`config.mk`:
```
export PLATFORM = sky130hd
export DESIGN_NAME = led_seq_controller_flat
export DESIGN_NICKNAME = d
export VERILOG_FILES = /design/src/rtl/led_seq_controller_if.sv /design/src/rtl/led_seq_controller.sv /design/src/flat_wrapper.sv
export SDC_FILE = /design/constraint.sdc
export NUM_CORES = 1
export LEC_CHECK = 0
export BUFFER_PORTS_ARGS = -buffer_cell sky130_fd_sc_hd__buf_2
export CAP_MARGIN = 5
export CORE_MARGIN = 2
export CORE_UTILIZATION = 40
export CTS_BUF_LIST = sky130_fd_sc_hd__clkbuf_4
export CTS_CLUSTER_SIZE = 25
export DETAILED_ROUTE_END_ITERATION = 7
export SETUP_SLACK_MARGIN = 0.2
export SYNTH_ARGS = -nofsm -noshare
export SYNTH_HDL_FRONTEND = slang
export SYNTH_SLANG_ARGS = --single-unit
```
`constraint.sdc`:
```
create_clock -name clk -period 3.5 [get_ports clk]
set_input_delay 0.525 -clock clk [delete_from_list [all_inputs] [get_ports clk]]
set_output_delay 0.525 -clock clk [all_outputs]
set_load 0.01 [all_outputs]
```
`src/rtl/led_seq_controller_if.sv`:
```
// led_seq_controller_if: control inputs and LED/status outputs of the LED sequencer
interface led_seq_controller_if;
  logic        start;
  logic        stop;
  logic        pause;
  logic        speed;
  logic        step2;
  logic        invert;
  logic [3:0]  start_pos;
  logic [3:0]  laps;
  logic [15:0] led;
  logic [3:0]  position;
  logic        busy;
  logic        lap_done;
  logic        seq_done;
  modport master (
    output start, stop, pause, speed, step2, invert, start_pos, laps,
    input  led, position, busy, lap_done, seq_done
  );
  modport slave (
    input  start, stop, pause, speed, step2, invert, start_pos, laps,
    output led, position, busy, lap_done, seq_done
  );
endinterface

```
`src/rtl/led_seq_controller.sv`:
```
// led_seq_controller: chasing-LED sequencer with pause, speed select, double step and lap counting
module led_seq_controller #(
  parameter int DIV_SLOW = 100_000_000,
  parameter int DIV_FAST = 50_000_000
) (
  input logic clk,
  input logic rst_n,
  led_seq_controller_if.slave bus
);
  localparam int DMAX = DIV_SLOW > DIV_FAST ? DIV_SLOW : DIV_FAST;
  localparam int CW = $clog2(DMAX + 1);
  localparam logic [CW-1:0] SLOW_M1 = CW'(DIV_SLOW - 1);
  localparam logic [CW-1:0] FAST_M1 = CW'(DIV_FAST - 1);
  typedef enum logic [1:0] {IDLE, RUN, PAUSED, DONE} state_t;
  state_t        r_state;
  logic [CW-1:0] r_cnt;
  logic [3:0]    r_lap;
  logic [3:0]    r_start_pos;
  logic [3:0]    r_laps;
  logic          r_step2;
  logic          r_invert;
  logic [15:0]   r_led;
  logic [3:0]    r_pos;
  logic          r_busy;
  logic          r_lap_done;
  logic          r_seq_done;
  logic [CW-1:0] w_div_m1;
  logic          w_tick;
  logic [3:0]    w_next;
  logic          w_wrap;
  logic          w_last;
  logic [15:0]   w_home;
  logic [15:0]   w_start_pat;
  // >= rather than == so a slow-to-fast switch mid-count ticks immediately
  assign w_div_m1    = bus.speed ? FAST_M1 : SLOW_M1;
  assign w_tick      = r_cnt >= w_div_m1;
  assign w_next      = r_pos + (r_step2 ? 4'd2 : 4'd1);
  assign w_wrap      = w_next == r_start_pos;
  assign w_last      = (r_laps != 4'd0) && (r_lap + 4'd1 == r_laps);
  assign w_home      = {16{r_invert}} ^ (16'd1 << r_start_pos);
  assign w_start_pat = {16{bus.invert}} ^ (16'd1 << bus.start_pos);
  always_ff @(posedge clk) begin
    if (!rst_n) begin
      r_state     <= IDLE;
      r_cnt       <= '0;
      r_lap       <= '0;
      r_start_pos <= '0;
      r_laps      <= '0;
      r_step2     <= 1'b0;
      r_invert    <= 1'b0;
      r_led       <= '0;
      r_pos       <= '0;
      r_busy      <= 1'b0;
      r_lap_done  <= 1'b0;
      r_seq_done  <= 1'b0;
    end else begin
      r_lap_done <= 1'b0;
      r_seq_done <= 1'b0;
      if (bus.stop) begin
        r_state <= IDLE;
        r_led   <= {16{bus.invert}};
        r_pos   <= bus.start_pos;
        r_cnt   <= '0;
        r_busy  <= 1'b0;
      end else begin
        case (r_state)
          IDLE, DONE: begin
            if (bus.start) begin
              r_state     <= RUN;
              r_start_pos <= bus.start_pos;
              r_laps      <= bus.laps;
              r_step2     <= bus.step2;
              r_invert    <= bus.invert;
              r_led       <= w_start_pat;
              r_pos       <= bus.start_pos;
              r_cnt       <= '0;
              r_lap       <= '0;
              r_busy      <= 1'b1;
            end else if (r_state == IDLE) begin
              r_led <= {16{bus.invert}};
              r_pos <= bus.start_pos;
            end
          end
          RUN: begin
            if (bus.pause) begin
              r_state <= PAUSED;
            end else if (w_tick) begin
              r_cnt <= '0;
              if (!w_wrap) begin
                r_led[w_next] <= ~r_invert;
                r_pos         <= w_next;
              end else begin
                r_lap_done <= 1'b1;
                r_lap      <= r_lap + 4'd1;
                if (w_last) begin
                  r_state    <= DONE;
                  r_seq_done <= 1'b1;
                  r_busy     <= 1'b0;
                end else begin
                  r_led <= w_home;
                  r_pos <= r_start_pos;
                end
              end
            end else begin
              r_cnt <= r_cnt + 1'b1;
            end
          end
          PAUSED: r_state <= bus.pause ? PAUSED : RUN;
          default: r_state <= IDLE;
        endcase
      end
    end
  end
  assign bus.led      = r_led;
  assign bus.position = r_pos;
  assign bus.busy     = r_busy;
  assign bus.lap_done = r_lap_done;
  assign bus.seq_done = r_seq_done;
endmodule

```
`src/flat_wrapper.sv`:
```
// flat-port wrapper written by rule: the top's interface ports become plain ports
module led_seq_controller_flat 
#(
  parameter int DIV_SLOW = 100_000_000,
  parameter int DIV_FAST = 50_000_000
)
  (clk, rst_n, bus_start, bus_stop, bus_pause, bus_speed, bus_step2, bus_invert, bus_start_pos, bus_laps, bus_led, bus_position, bus_busy, bus_lap_done, bus_seq_done);
  led_seq_controller_if bus_i ();
  input logic clk;
  input logic rst_n;
  input wire logic [$bits(bus_i.start)-1:0] bus_start;
  input wire logic [$bits(bus_i.stop)-1:0] bus_stop;
  input wire logic [$bits(bus_i.pause)-1:0] bus_pause;
  input wire logic [$bits(bus_i.speed)-1:0] bus_speed;
  input wire logic [$bits(bus_i.step2)-1:0] bus_step2;
  input wire logic [$bits(bus_i.invert)-1:0] bus_invert;
  input wire logic [$bits(bus_i.start_pos)-1:0] bus_start_pos;
  input wire logic [$bits(bus_i.laps)-1:0] bus_laps;
  output wire logic [$bits(bus_i.led)-1:0] bus_led;
  output wire logic [$bits(bus_i.position)-1:0] bus_position;
  output wire logic [$bits(bus_i.busy)-1:0] bus_busy;
  output wire logic [$bits(bus_i.lap_done)-1:0] bus_lap_done;
  output wire logic [$bits(bus_i.seq_done)-1:0] bus_seq_done;
  assign bus_i.start = bus_start;
  assign bus_i.stop = bus_stop;
  assign bus_i.pause = bus_pause;
  assign bus_i.speed = bus_speed;
  assign bus_i.step2 = bus_step2;
  assign bus_i.invert = bus_invert;
  assign bus_i.start_pos = bus_start_pos;
  assign bus_i.laps = bus_laps;
  assign bus_led = bus_i.led;
  assign bus_position = bus_i.position;
  assign bus_busy = bus_i.busy;
  assign bus_lap_done = bus_i.lap_done;
  assign bus_seq_done = bus_i.seq_done;
  led_seq_controller #(.DIV_SLOW(DIV_SLOW), .DIV_FAST(DIV_FAST)) u_core (.clk(clk), .rst_n(rst_n), .bus(bus_i));
endmodule
```
==> run_results.csv, run 1 <==
group,metric,value,unit
outcome,status,"finished, final reports clean",
drt,vias,4245,
yosys,synth-async-reset-ratio,0,%
yosys,synth-main-ff-cell,"dfxtp_1",
clock_tree,cts_sinks,66,
yosys,yosys-mux-area-fraction,6.893,%
worst_setup_path,cpPeakStageDelay,0.65,ns
sta,setup_tns,0,ns
sta,layout_min_cycle_time,3.121,ns
floorplanning,row_count,38,
yosys,synth_compound_area_share,21.67,%
worst_setup_path,cp_cell_sequence,"inv_1 -> ha_1 -> fa_2 -> xnor2_1 -> nand3_1 -> nor2_2 -> o21ai_1 -> or4_1 -> mux2i_1",
drt,drt_iter0_markers,316,
sta,drv_slew,0,
cells_and_area,drive_above_1_share,14.59,%
yosys,postSynthCellCount,571,
worst_setup_path,worst_ep_arrival_time,3.52,ns
pwr,comb_power_share,23.1,%
floorplanning,dieArea,12210,um^2
drt,routed_wl,13020,um
cells_and_area,nFillCells,1122,
sta,clock_skew,0.01185,ns
floorplanning,ios,39,
sta,period_share,89.17,%
yosys,avgSynthCellArea,7.948,um^2
worst_setup_path,ff2ff_path_depth,9,
hold_path,holdCritPathClass,"input port to register",
drt,drt_first_pass_iters,6,
worst_setup_path,crit_required,3.90,ns
yosys,syn-cell-area,4538,um^2
sta,setup_viol,0,
sta,timing.fmax,0.3204,GHz
worst_setup_path,setup.worst_path.class,"register to register",
floorplanning,core-area,10940,um^2
drt,ant_nets,0,
pwr,p_total,1.854,mW
worst_setup_path,crit_path_top_delay_cell,"fa_2",
clock_tree,clk_latency,0.47,ns
worst_setup_path,reg2reg_to,"u_core.bus.led[12]",
pwr,vdd_drop_max,0.0001929,V
worst_setup_path,worstSetupStartpointType,"register",
yosys,synth_xor_area_share,7.499,%
drt,post_drt_wl_per_cell,17.52,um
cells_and_area,fin_cells,743,
clock_tree,cts_tree,"done",
worst_setup_path,cp-end-kind,"register",
clock_tree,hold_buffers,0,
global_routing,grt_start_max_net_pins,32,
worst_setup_path,rr_startpoint,"u_core.r_step2",
worst_setup_path,cp-endpoint,"u_core.bus.led[12]",
sta,rsz0062_at_grt,"no",
drt,drcViolationCount,0,
yosys,synth_fp_nets,604,
yosys,synth_warnings,0,
pwr,p_sw_share,33.91,%
yosys,synth_top_family_by_area,"simple AND/OR/NAND/NOR gates",
global_routing,grt_pass1_vias,4123,
sta,relSlewSlack,30.34,%
yosys,synth_cell_types,63,
cells_and_area,fin_nets,631,
yosys,ys_seq_area_share,29.11,%
place,gp_congestion,0.9465,
cells_and_area,num_antenna_cells,0,
pwr,p_per_area,370.9,nW/um^2
hold_path,hp-start,"bus_pause",
global_routing,grt.total_usage,21.53,%
yosys,synth-adder-area-share,4.852,%
floorplanning,die_y,110.5,um
yosys,ys_ff_latch,66,
sta,worst_pin_slew,1.045,ns
global_routing,antenna_found_initial,0,
pwr,internal_power,1.225,mW
clock_tree,ctsHtreeMaxLevel,3,
clock_tree,cts-buffers-inserted,9,
drt,viasPerCell,5.713,
clock_tree,cts.clk_slew.worst_paths,0.12,ns
sta,report.final.hold_viol_count,0,
clock_tree,cts_root_buffer,"clkbuf_4",
pwr,seqPwrFrac,44.0,%
clock_tree,clockBufferDepth,2,
pwr,p_sw,628.5,uW
yosys,yosys.area_share.simple,26.05,%
pwr,leakage,1.837,nW
floorplanning,start_util,41.50,%
worst_setup_path,cp-startpoint,"u_core.r_step2",
run,max_cap_violations,0,
global_routing,grt_pass1_wl,21420,um
cells_and_area,area_growth_syn_to_layout,10.12,%
place,place_inst,727,
place,io_buffer_count,38,
worst_setup_path,path_max_fanout,8,
worst_setup_path,reg2reg_slack,0.38,ns
pwr,clockPowerShare,32.9,%
global_routing,overflow,0,
floorplanning,die_x,110.5,um
yosys,synth_edf_count,0,
place,dp_hpwl,9498,um
synthesized netlist by cell type, drive strengths merged, types with 2 or more instances:
library cell | instances | area [um^2]
nand2 | 50 | 190.2
nand4 | 14 | 87.58
and4 | 4 | 35.03
mux2i | 29 | 290.3
a21o | 3 | 22.52
o211ai | 3 | 22.52
a211oi | 2 | 15.01
o31a | 2 | 17.52
or2 | 7 | 43.80
nand2b | 10 | 62.56
mux2 | 2 | 22.52
clkbuf | 21 | 78.83
dfxtp | 66 | 1321
nand3b | 4 | 30.03
and2 | 4 | 25.02
o22ai | 6 | 37.54
o21a | 2 | 15.01
ha | 16 | 200.2
nand3 | 20 | 100.1
buf | 9 | 50.05
o221ai | 11 | 96.34
inv | 13 | 48.79
nor2 | 67 | 256.5
a22oi | 3 | 22.52
nor2b | 22 | 137.6
or4 | 7 | 52.55
xor2 | 19 | 173.9
o21ai | 28 | 143.9
a311o | 2 | 20.02
a31oi | 5 | 31.28
o21bai | 8 | 60.06
xnor2 | 19 | 166.4
nor3 | 8 | 40.04
a221oi | 5 | 43.79
or3 | 4 | 25.02
and3 | 6 | 37.54
a21oi | 46 | 264.0
nor4b | 2 | 17.52
o31ai | 5 | 37.54
o2111ai | 4 | 35.03
nor4 | 3 | 33.78
layout make-up:
type / instances / area (um^2) / share of cell area (%)
Tap cell: 140 / 175.2 / 3.505
Inverter: 13 / 48.80 / 0.9765
Clock inverter: 7 / 92.59 / 1.853
Clock buffer: 9 / 67.56 / 1.352
Sequential cell: 66 / 1321 / 26.44
Multi-Input combinational cell: 462 / 3042 / 60.87
Timing Repair Buffer: 46 / 250.2 / 5.008
critical path, delay by kind of cell (launching register included):
family,cells,cell delay [ns]
AND/OR/NAND/NOR,3,1.10
adder cells (fa/ha/maj),2,0.88
flip-flops,1,0.43
AO/OA/AOI/OAI,1,0.25
XOR/XNOR,1,0.16
multiplexers,1,0.15
buffers and inverters,1,0.07
repair_timing:
item,4_1_cts,5_1_grt
setup buffers,0,0
resized for setup,0,1
endpoints found under the setup margin,0,8
power by group through the flow:
stage          logic, mW  registers (mW)  clock network, mW
2_1_floorplan      0.295           0.830                  0
3_3_place_gp       0.423           0.830                  0
3_5_place_dp       0.422           0.832                  0
4_1_cts            0.423           0.815              0.630
5_1_grt            0.470           0.821              0.656
6_report           0.429           0.815              0.610
state kept, by name, indices dropped and copies added (netlist names):
signal	count
u_core.r_step2	1
u_core.bus.position	4
u_core.bus.lap_done	1
u_core.bus.seq_done	1
u_core.r_state	2
u_core.r_cnt	27
u_core.r_start_pos	4
u_core.bus.led	16
u_core.r_lap	4
u_core.r_invert	1
u_core.r_laps	4
u_core.bus.busy	1
per-stage QoR:
stage	cell area, um^2	util [%]	hold slack [ns]	setup WS (ns)
floorplan	4538	-	0.4574	0.6964
global placement	4835	44.21	0.4438	0.4052
detailed placement	4835	44.21	0.4506	0.3714
finish	4997	45.70	0.2637	0.3791
global route	4997	45.70	0.2499	0.2565
CTS	4995	45.68	0.2421	0.3427
cells by family (layout without fill, tap and decap cells):
group	after synthesis	in the layout
simple gates	233	233
compound gates	143	143
flops	66	66
buf+inv	43	75
xor+xnor	38	38
mux	31	31
fa+ha+maj	17	17
layout by cell type (no fill, tap or decap), types with 3 or more instances in the layout:
master / count
or2_2: 6
o21bai_1: 8
a21oi_1: 37
xor2_1: 18
nor2b_1: 22
o31ai_1: 5
buf_4: 8
mux2i_1: 29
nor3_1: 8
a221oi_1: 5
o21ai_0: 25
o211ai_1: 3
or4_1: 7
a31oi_1: 5
dfxtp_1: 66
a21o_1: 3
clkbuf_4: 9
xnor2_1: 19
nand2b_1: 10
buf_2: 38
ha_1: 16
nand2_1: 49
o2111ai_1: 4
inv_1: 12
or3_1: 4
o22ai_1: 6
o221ai_1: 11
nand4_1: 14
and2_1: 4
and3_1: 6
a22oi_1: 3
and4_1: 4
nor2_1: 65
a21oi_2: 9
nand3b_1: 4
nand3_1: 20
metal layers:
layer | up-vias | track usage [%] | share of wire [%] | wire (um)
met1 | 1961 | 30.44 | 50 | 6522
met4 | 0 | 7.333 | 1.9 | 251
met3 | 23 | 5.653 | 5.5 | 712
met5 | - | 0 | 0 | 0
met2 | 139 | 31.66 | 42 | 5530
li1 | 2122 | - | - | -
worst min-delay path by stage:
| stage | to | cells past startpoint |
|---|---|---|
| 5_1_grt | u_core.bus.lap_done | 2 |
| 6_report | u_core.bus.lap_done | 2 |
| 4_1_cts | u_core.bus.lap_done | 2 |
| 2_1_floorplan | u_core.r_cnt[1] | 2 |
| 3_3_place_gp | u_core.bus.led[7] | 2 |
| 3_5_place_dp | u_core.bus.led[5] | 2 |
Power figures use the tool's default switching activity.
==> inputs of run 2 (changes only) <==
==> constraint.sdc (replaced) <==
create_clock -name clk -period 3.5 [get_ports clk]
set_input_delay 0.7 -clock clk [delete_from_list [all_inputs] [get_ports clk]]
set_output_delay 0.7 -clock clk [all_outputs]
set_load 0.01 [all_outputs]
==> run 2 against run 1 <==
Effect of this change:
- die area unchanged
- utilization decreased by 0.48 points
- first-iteration DRC count decreased by 12%
- largest power group unchanged
- combinational power rose by 1%
- critical endpoint is now u_core.bus.led[0]
- highest routed layer unchanged
- cell area decreased by 1.1%
- non-clock buffer count unchanged
- clock skew down 0.0012 ns
- hold slack improved by 0.20 ns
- clock power down 30%
- sequential cell count is the same
==> run_results.csv, run 2 (same netlist as run 1, synthesis figures left out) <==
group,metric,value,unit
worst_setup_path,cpPeakStageDelay,0.66,ns
hold_path,holdCritPathClass,"input port to register",
worst_setup_path,crit_required,3.88,ns
outcome,status,"finished, final reports clean",
sta,setup_tns,0,ns
global_routing,grt_start_max_net_pins,45,
place,place_inst,727,
sta,relSlewSlack,29.94,%
global_routing,grt_pass1_wl,21770,um
sta,period_share,88.14,%
pwr,clockPowerShare,25.3,%
pwr,vdd_drop_max,0.0001903,V
run,max_cap_violations,0,
sta,worst_pin_slew,1.051,ns
cells_and_area,largest_reg_flops,27,
drt,drt_iter0_markers,277,
clock_tree,hold_buffers,0,
global_routing,antenna_found_initial,0,
sta,timing.fmax,0.3242,GHz
cells_and_area,final_common_cell,"dfxtp_1",
place,postPlaceCellArea,4835,um^2
drt,drt_first_pass_iters,5,
global_routing,grt_pass1_vias,4097,
sta,layout_min_cycle_time,3.085,ns
pwr,comb_power_share,25.9,%
floorplanning,core-area,10940,um^2
floorplanning,die_x,110.5,um
clock_tree,clockBufferDepth,2,
worst_setup_path,reg2reg_slack,0.42,ns
sta,setup_viol,0,
drt,drcViolationCount,0,
sta,fin_hold_ws,0.4628,ns
floorplanning,ios,39,
cells_and_area,final_area,4945,um^2
worst_setup_path,reg2reg_to,"u_core.bus.led[0]",
cells_and_area,num_antenna_cells,0,
clock_tree,cts-buffers-inserted,9,
clock_tree,cts_sinks,66,
drt,ant_nets,0,
worst_setup_path,rr_startpoint,"u_core.r_step2",
place,gp_congestion,0.9626,
worst_setup_path,worst_ep_arrival_time,3.47,ns
clock_tree,cts_root_buffer,"clkbuf_4",
pwr,leakage,1.814,nW
cells_and_area,drive_above_1_share,14.48,%
sta,rsz0062_at_grt,"no",
floorplanning,die_y,110.5,um
cells_and_area,final_cell_mix,"dfxtp_1 (66), nor2_1 (65), nand2_1 (49), buf_2 (38), a21oi_1 (37)",
floorplanning,row_count,38,
cells_and_area,fin_util,45.22,%
pwr,p_sw,595.2,uW
drt,post_drt_wl_per_cell,17.85,um
drt,viasPerCell,5.810,
cells_and_area,fin_nets,631,
place,dp_hpwl,9895,um
hold_path,worstHoldPathCells,2,
sta,clock_skew,0.01065,ns
floorplanning,start_util,41.50,%
worst_setup_path,crit_path_top_delay_cell,"fa_2",
drt,vias,4305,
clock_tree,clk_latency,0.45,ns
global_routing,overflow,0,
pwr,p_per_area,338.7,nW/um^2
sta,setup_slack,0.4150,ns
hold_path,hp-start,"bus_pause",
worst_setup_path,cp_cell_sequence,"inv_1 -> ha_1 -> fa_2 -> xnor2_1 -> nand3_1 -> or4_1 -> o221ai_1 -> nand4_1 -> mux2i_1",
clock_tree,cts_tree,"done",
sta,drv_slew,0,
place,place_ws,0.2571,ns
cells_and_area,area_growth_syn_to_layout,8.961,%
sta,report.final.hold_viol_count,0,
pwr,internal_power,1.080,mW
pwr,p_total,1.675,mW
clock_tree,ctsHtreeMaxLevel,3,
worst_setup_path,ff2ff_path_depth,9,
cells_and_area,top_register,"u_core.r_cnt",
clock_tree,cts.clk_slew.worst_paths,0.11,ns
pwr,seqPwrFrac,48.8,%
worst_setup_path,path_max_fanout,8,
cells_and_area,fin_cells,741,
pwr,p_sw_share,35.54,%
worst_setup_path,cp-end-kind,"register",
place,io_buffer_count,38,
hold_path,whs_endpoint,"u_core.bus.lap_done",
floorplanning,dieArea,12210,um^2
worst_setup_path,worstSetupStartpointType,"register",
worst_setup_path,setup.worst_path.class,"register to register",
global_routing,grt.total_usage,22.06,%
drt,routed_wl,13220,um
-- run 2: changes by cell type in the layout (fill, tap and decap cells not counted), sizes merged --
cell      before  now
inv           14   13
clkbuf         9   10
clkinv         2    3
bufinv         2    0
clkinvlp       2    1
-- run 2: per-layer routing --
metal	track usage [%]	vias to the layer above	part of all wire, %
li1	-	2120	-
met1	30.18	2032	47
met2	33.33	132	44
met3	6.147	21	6.6
met4	7.667	0	2.1
met5	0	-	0
-- run 2: what timing repair did --
action / in CTS / in global routing
buffers inserted: 0 / 0
endpoints found under the setup margin: 0 / 15
gates resized for setup: 0 / 3
-- run 2: critical path: cells and delay by family (launching register included) --
| family | cells | cell delay (ns) |
|---|---|---|
| simple gates | 3 | 1.04 |
| flops | 1 | 0.44 |
| fa+ha+maj | 2 | 0.89 |
| compound gates | 1 | 0.24 |
| mux | 1 | 0.16 |
| xor+xnor | 1 | 0.16 |
| buf+inv | 1 | 0.08 |
-- run 2: layout make-up --
type                            count  area [um^2]
Tap cell                          140        175.2
Fill cell                        1139         5991
Multi-Input combinational cell    462         3053
Sequential cell                    66         1321
Timing Repair Buffer               46        250.2
Inverter                           13        48.80
Clock buffer                       10        75.07
Clock inverter                      4        21.27
-- run 2: worst max-delay path by stage --
stage / from / end / slack [ns] / cells after the start
after floorplan: u_core.r_step2 / u_core.bus.led[10] / 0.70 / 11
after global placement: u_core.r_step2 / u_core.bus.led[14] / 0.42 / 11
after global routing: u_core.r_step2 / u_core.bus.led[1] / 0.20 / 9
final: u_core.r_step2 / u_core.bus.led[0] / 0.42 / 9
after CTS: u_core.r_step2 / u_core.bus.led[14] / 0.28 / 10
after detailed placement: bus_speed / u_core.r_cnt[5] / 0.26 / 10
-- run 2: power by group through the flow --
stage	sequential [mW]	combinational [mW]	clock (mW)
finish	0.817	0.434	0.424
CTS	0.817	0.426	0.443
floorplan	0.830	0.295	0
detailed placement	0.834	0.424	0
global placement	0.833	0.422	0
global route	0.821	0.474	0.472
==> inputs of run 3 (changes only) <==
--- a/config.mk
+++ b/config.mk
@@ -5,6 +5,7 @@
 export SDC_FILE = /design/constraint.sdc
 export NUM_CORES = 1
 export LEC_CHECK = 0
+export ABC_AREA = 1
 export BUFFER_PORTS_ARGS = -buffer_cell sky130_fd_sc_hd__buf_2
 export CAP_MARGIN = 5
 export CORE_MARGIN = 2
==> run 3 against run 2 <==
Effect of this change:
- via count up 20%
- cell area up 8.8%
- power up 16%
- utilization down 0.62 points
- synthesized area up 8.9%
- combinational power up 21%
- first-iteration DRC count up 49%
- sequential power up 2%
- non-clock buffer count down 4
==> run_results.csv, run 3 <==
group,metric,value,unit
outcome,status,"finished, final reports clean",
yosys,synth_fp_nets,819,
place,place_inst,965,
cells_and_area,fin_cells,982,
yosys,synth-async-reset-ratio,0,%
global_routing,antenna_found_initial,1,
sta,relSlewSlack,60.94,%
clock_tree,cts-buffers-inserted,9,
clock_tree,postCtsSetupBuffers,0,
floorplanning,die_y,115.2,um
cells_and_area,final_common_cell,"nand2_1",
floorplanning,start_util,40.99,%
pwr,p_sw_share,34.91,%
cells_and_area,top_register,"u_core.r_cnt",
pwr,internal_power,1.264,mW
pwr,clockPowerShare,30.2,%
clock_tree,cts_root_buffer,"clkbuf_4",
drt,post_drt_wl_per_cell,13.81,um
yosys,synth_edf_count,0,
global_routing,grt_pass1_vias,4763,
drt,drt_first_pass_iters,5,
yosys,netlist.area_leader.share,26.73,%
sta,report.final.hold_viol_count,0,
sta,layout_min_cycle_time,2.981,ns
sta,setup_slack,0.5192,ns
yosys,synth_commonest_cells,"nand2_1 (175), nor2_1 (116), nand3_1 (101)",
place,dp_hpwl,10100,um
cells_and_area,final_cell_mix,"nand2_1 (175), nor2_1 (116), nand3_1 (101), dfxtp_1 (66), inv_1 (60)",
sta,period_share,85.17,%
pwr,p_per_area,360.9,nW/um^2
worst_setup_path,path_max_fanout,37,
global_routing,grt_start_max_net_pins,38,
clock_tree,clk_latency,0.45,ns
yosys,synth-main-ff-cell,"dfxtp_1",
clock_tree,cts_resized,0,
drt,drt_iter0_markers,414,
drt,drcViolationCount,0,
place,postPlaceCellArea,5210,um^2
worst_setup_path,cp-end-kind,"register",
pwr,leakage,2.248,nW
cells_and_area,fin_nets,841,
worst_setup_path,crit_required,3.88,ns
worst_setup_path,worst_ep_arrival_time,3.36,ns
cells_and_area,final_area,5379,um^2
sta,setup_tns,0,ns
sta,timing.fmax,0.3355,GHz
sta,clock_skew,0.01610,ns
place,gp_congestion,0.8518,
pwr,p_sw,677.7,uW
floorplanning,ios,39,
floorplanning,row_count,40,
floorplanning,dieArea,13260,um^2
clock_tree,clockBufferDepth,2,
place,io_buffer_count,38,
sta,rsz0062_at_grt,"no",
worst_setup_path,cpPeakStageDelay,0.41,ns
drt,routed_wl,13560,um
clock_tree,ctsHtreeMaxLevel,3,
cells_and_area,area_growth_syn_to_layout,8.808,%
pwr,comb_power_share,27.0,%
drt,viasPerCell,5.265,
yosys,synth_warnings,0,
worst_setup_path,cp_cell_sequence,"inv_1 -> ha_1 -> fa_1 -> nand2_1 -> nand2_1 -> nand2_1 -> nand2_2 -> nor2_8 -> nand2_8 -> inv_4 -> nand2_2 -> nand3_2 -> nand2_8 -> inv_1 -> nor2_1 -> nor2_1",
drt,ant_nets,0,
yosys,ys_seq_area_share,26.73,%
yosys,syn-cell-area,4943,um^2
yosys,synth.largest_area_cell,"dfxtp_1",
floorplanning,core-area,12060,um^2
yosys,ys_ff_latch,66,
clock_tree,cts.clk_slew.worst_paths,0.11,ns
yosys,postSynthCellCount,786,
yosys,yosysMostFrequentCell,"nand2_1",
floorplanning,die_x,115.2,um
place,place_ws,0.4700,ns
yosys,synth_cell_types,41,
hold_path,holdCritPathClass,"input port to register",
pwr,seqPwrFrac,42.8,%
clock_tree,cts_sinks,66,
worst_setup_path,crit_path_top_delay_cell,"dfxtp_1",
yosys,avgSynthCellArea,6.289,um^2
sta,drv_slew,0,
yosys,synth_area_leaders,"dfxtp_1 (27%), nand2_1 (13%), nand3_1 (10%), nor2_1 (8.8%), a21oi_1 (6.0%)",
cells_and_area,drive_above_1_share,11.70,%
sta,setup_viol,0,
global_routing,grt_pass1_wl,22960,um
sta,worst_pin_slew,0.5859,ns
worst_setup_path,worstSetupStartpointType,"register",
global_routing,overflow,0,
run,max_cap_violations,0,
cells_and_area,largest_reg_flops,27,
worst_setup_path,cp_common_cell,"nand2_1",
drt,vias,5170,
clock_tree,cts_tree,"done",
global_routing,grt.total_usage,21.60,%
pwr,vdd_drop_max,0.0001612,V
clock_tree,hold_buffers,0,
worst_setup_path,setup.worst_path.class,"register to register",
-- run 3: cell count changes after synthesis, moves of 29 or more --
cell / delta
nand3_1: +81
nand2_1: +126
nor2_1: +51
mux2i_1: -29
inv_1: +48
-- run 3: cell type report --
type	instances	area (um^2)
multi-input combinational	620	3206
tap	168	210.2
antenna	2	5.005
clock inverter	3	65.06
timing repair buffer	42	220.2
clock buffer	12	90.09
inverter	69	261.5
sequential	66	1321
fill	1287	6683
-- run 3: through the flow --
stage / utilization, % / hold WS [ns] / power (mW)
after floorplan: - / 0.4444 / 1.235
after global placement: 43.20 / 0.4600 / 1.352
after detailed placement: 43.20 / 0.4681 / 1.364
after CTS: 44.48 / 0.4444 / 1.954
after global routing: 44.57 / 0.4609 / 2.064
final: 44.60 / 0.4733 / 1.941
-- run 3: per-layer routing --
layer,vias to the layer above,wire (um),GRT usage (%)
met5,-,0,0
met4,0,259,7.550
met3,23,783,4.375
met2,156,5883,32.90
met1,2335,6637,30.33
li1,2656,-,-
-- run 3: worst paths after layout --
check	start	endpoint	slack [ns]	cells past startpoint
max	u_core.r_step2	u_core.bus.position[1]	0.52	16
min	bus_laps[1]	u_core.r_laps[1]	0.47	3
max reg2reg	u_core.r_step2	u_core.bus.position[1]	0.52	16
min reg2reg	u_core.r_laps[3]	u_core.r_laps[3]	0.48	2
-- run 3: kinds of logic (layout without fill, tap and decap cells) --
family                     after synthesis  after routing  synth area share [%]
and+or+nand+nor                        454            454                 42.27
AOI/OAI and AO/OA                      121            121                 12.98
buffers and inverters                  100            126                 8.605
DFF                                     66             66                 26.73
adders and majority gates               17             17                 4.455
other                                    0              2                     0
xor gates and xnor gates                28             28                 4.961
-- run 3: power by group through the flow --
| stage | Sequential (mW) | Combinational [mW] | Clock, mW |
|---|---|---|---|
| after global placement | 0.847 | 0.504 | 0 |
| final | 0.832 | 0.523 | 0.586 |
| after detailed placement | 0.848 | 0.516 | 0 |
| after global routing | 0.838 | 0.592 | 0.635 |
| after floorplan | 0.848 | 0.387 | 0 |
| after CTS | 0.831 | 0.519 | 0.604 |
-- run 3: worst max-delay path: cells and delay by family, from the launching register on --
| family | cells | cell delay, ns |
|---|---|---|
| adder cells (fa/ha/maj) | 2 | 0.61 |
| buffers and inverters | 3 | 0.38 |
| flip-flops | 1 | 0.41 |
| AND/OR/NAND/NOR | 11 | 1.51 |
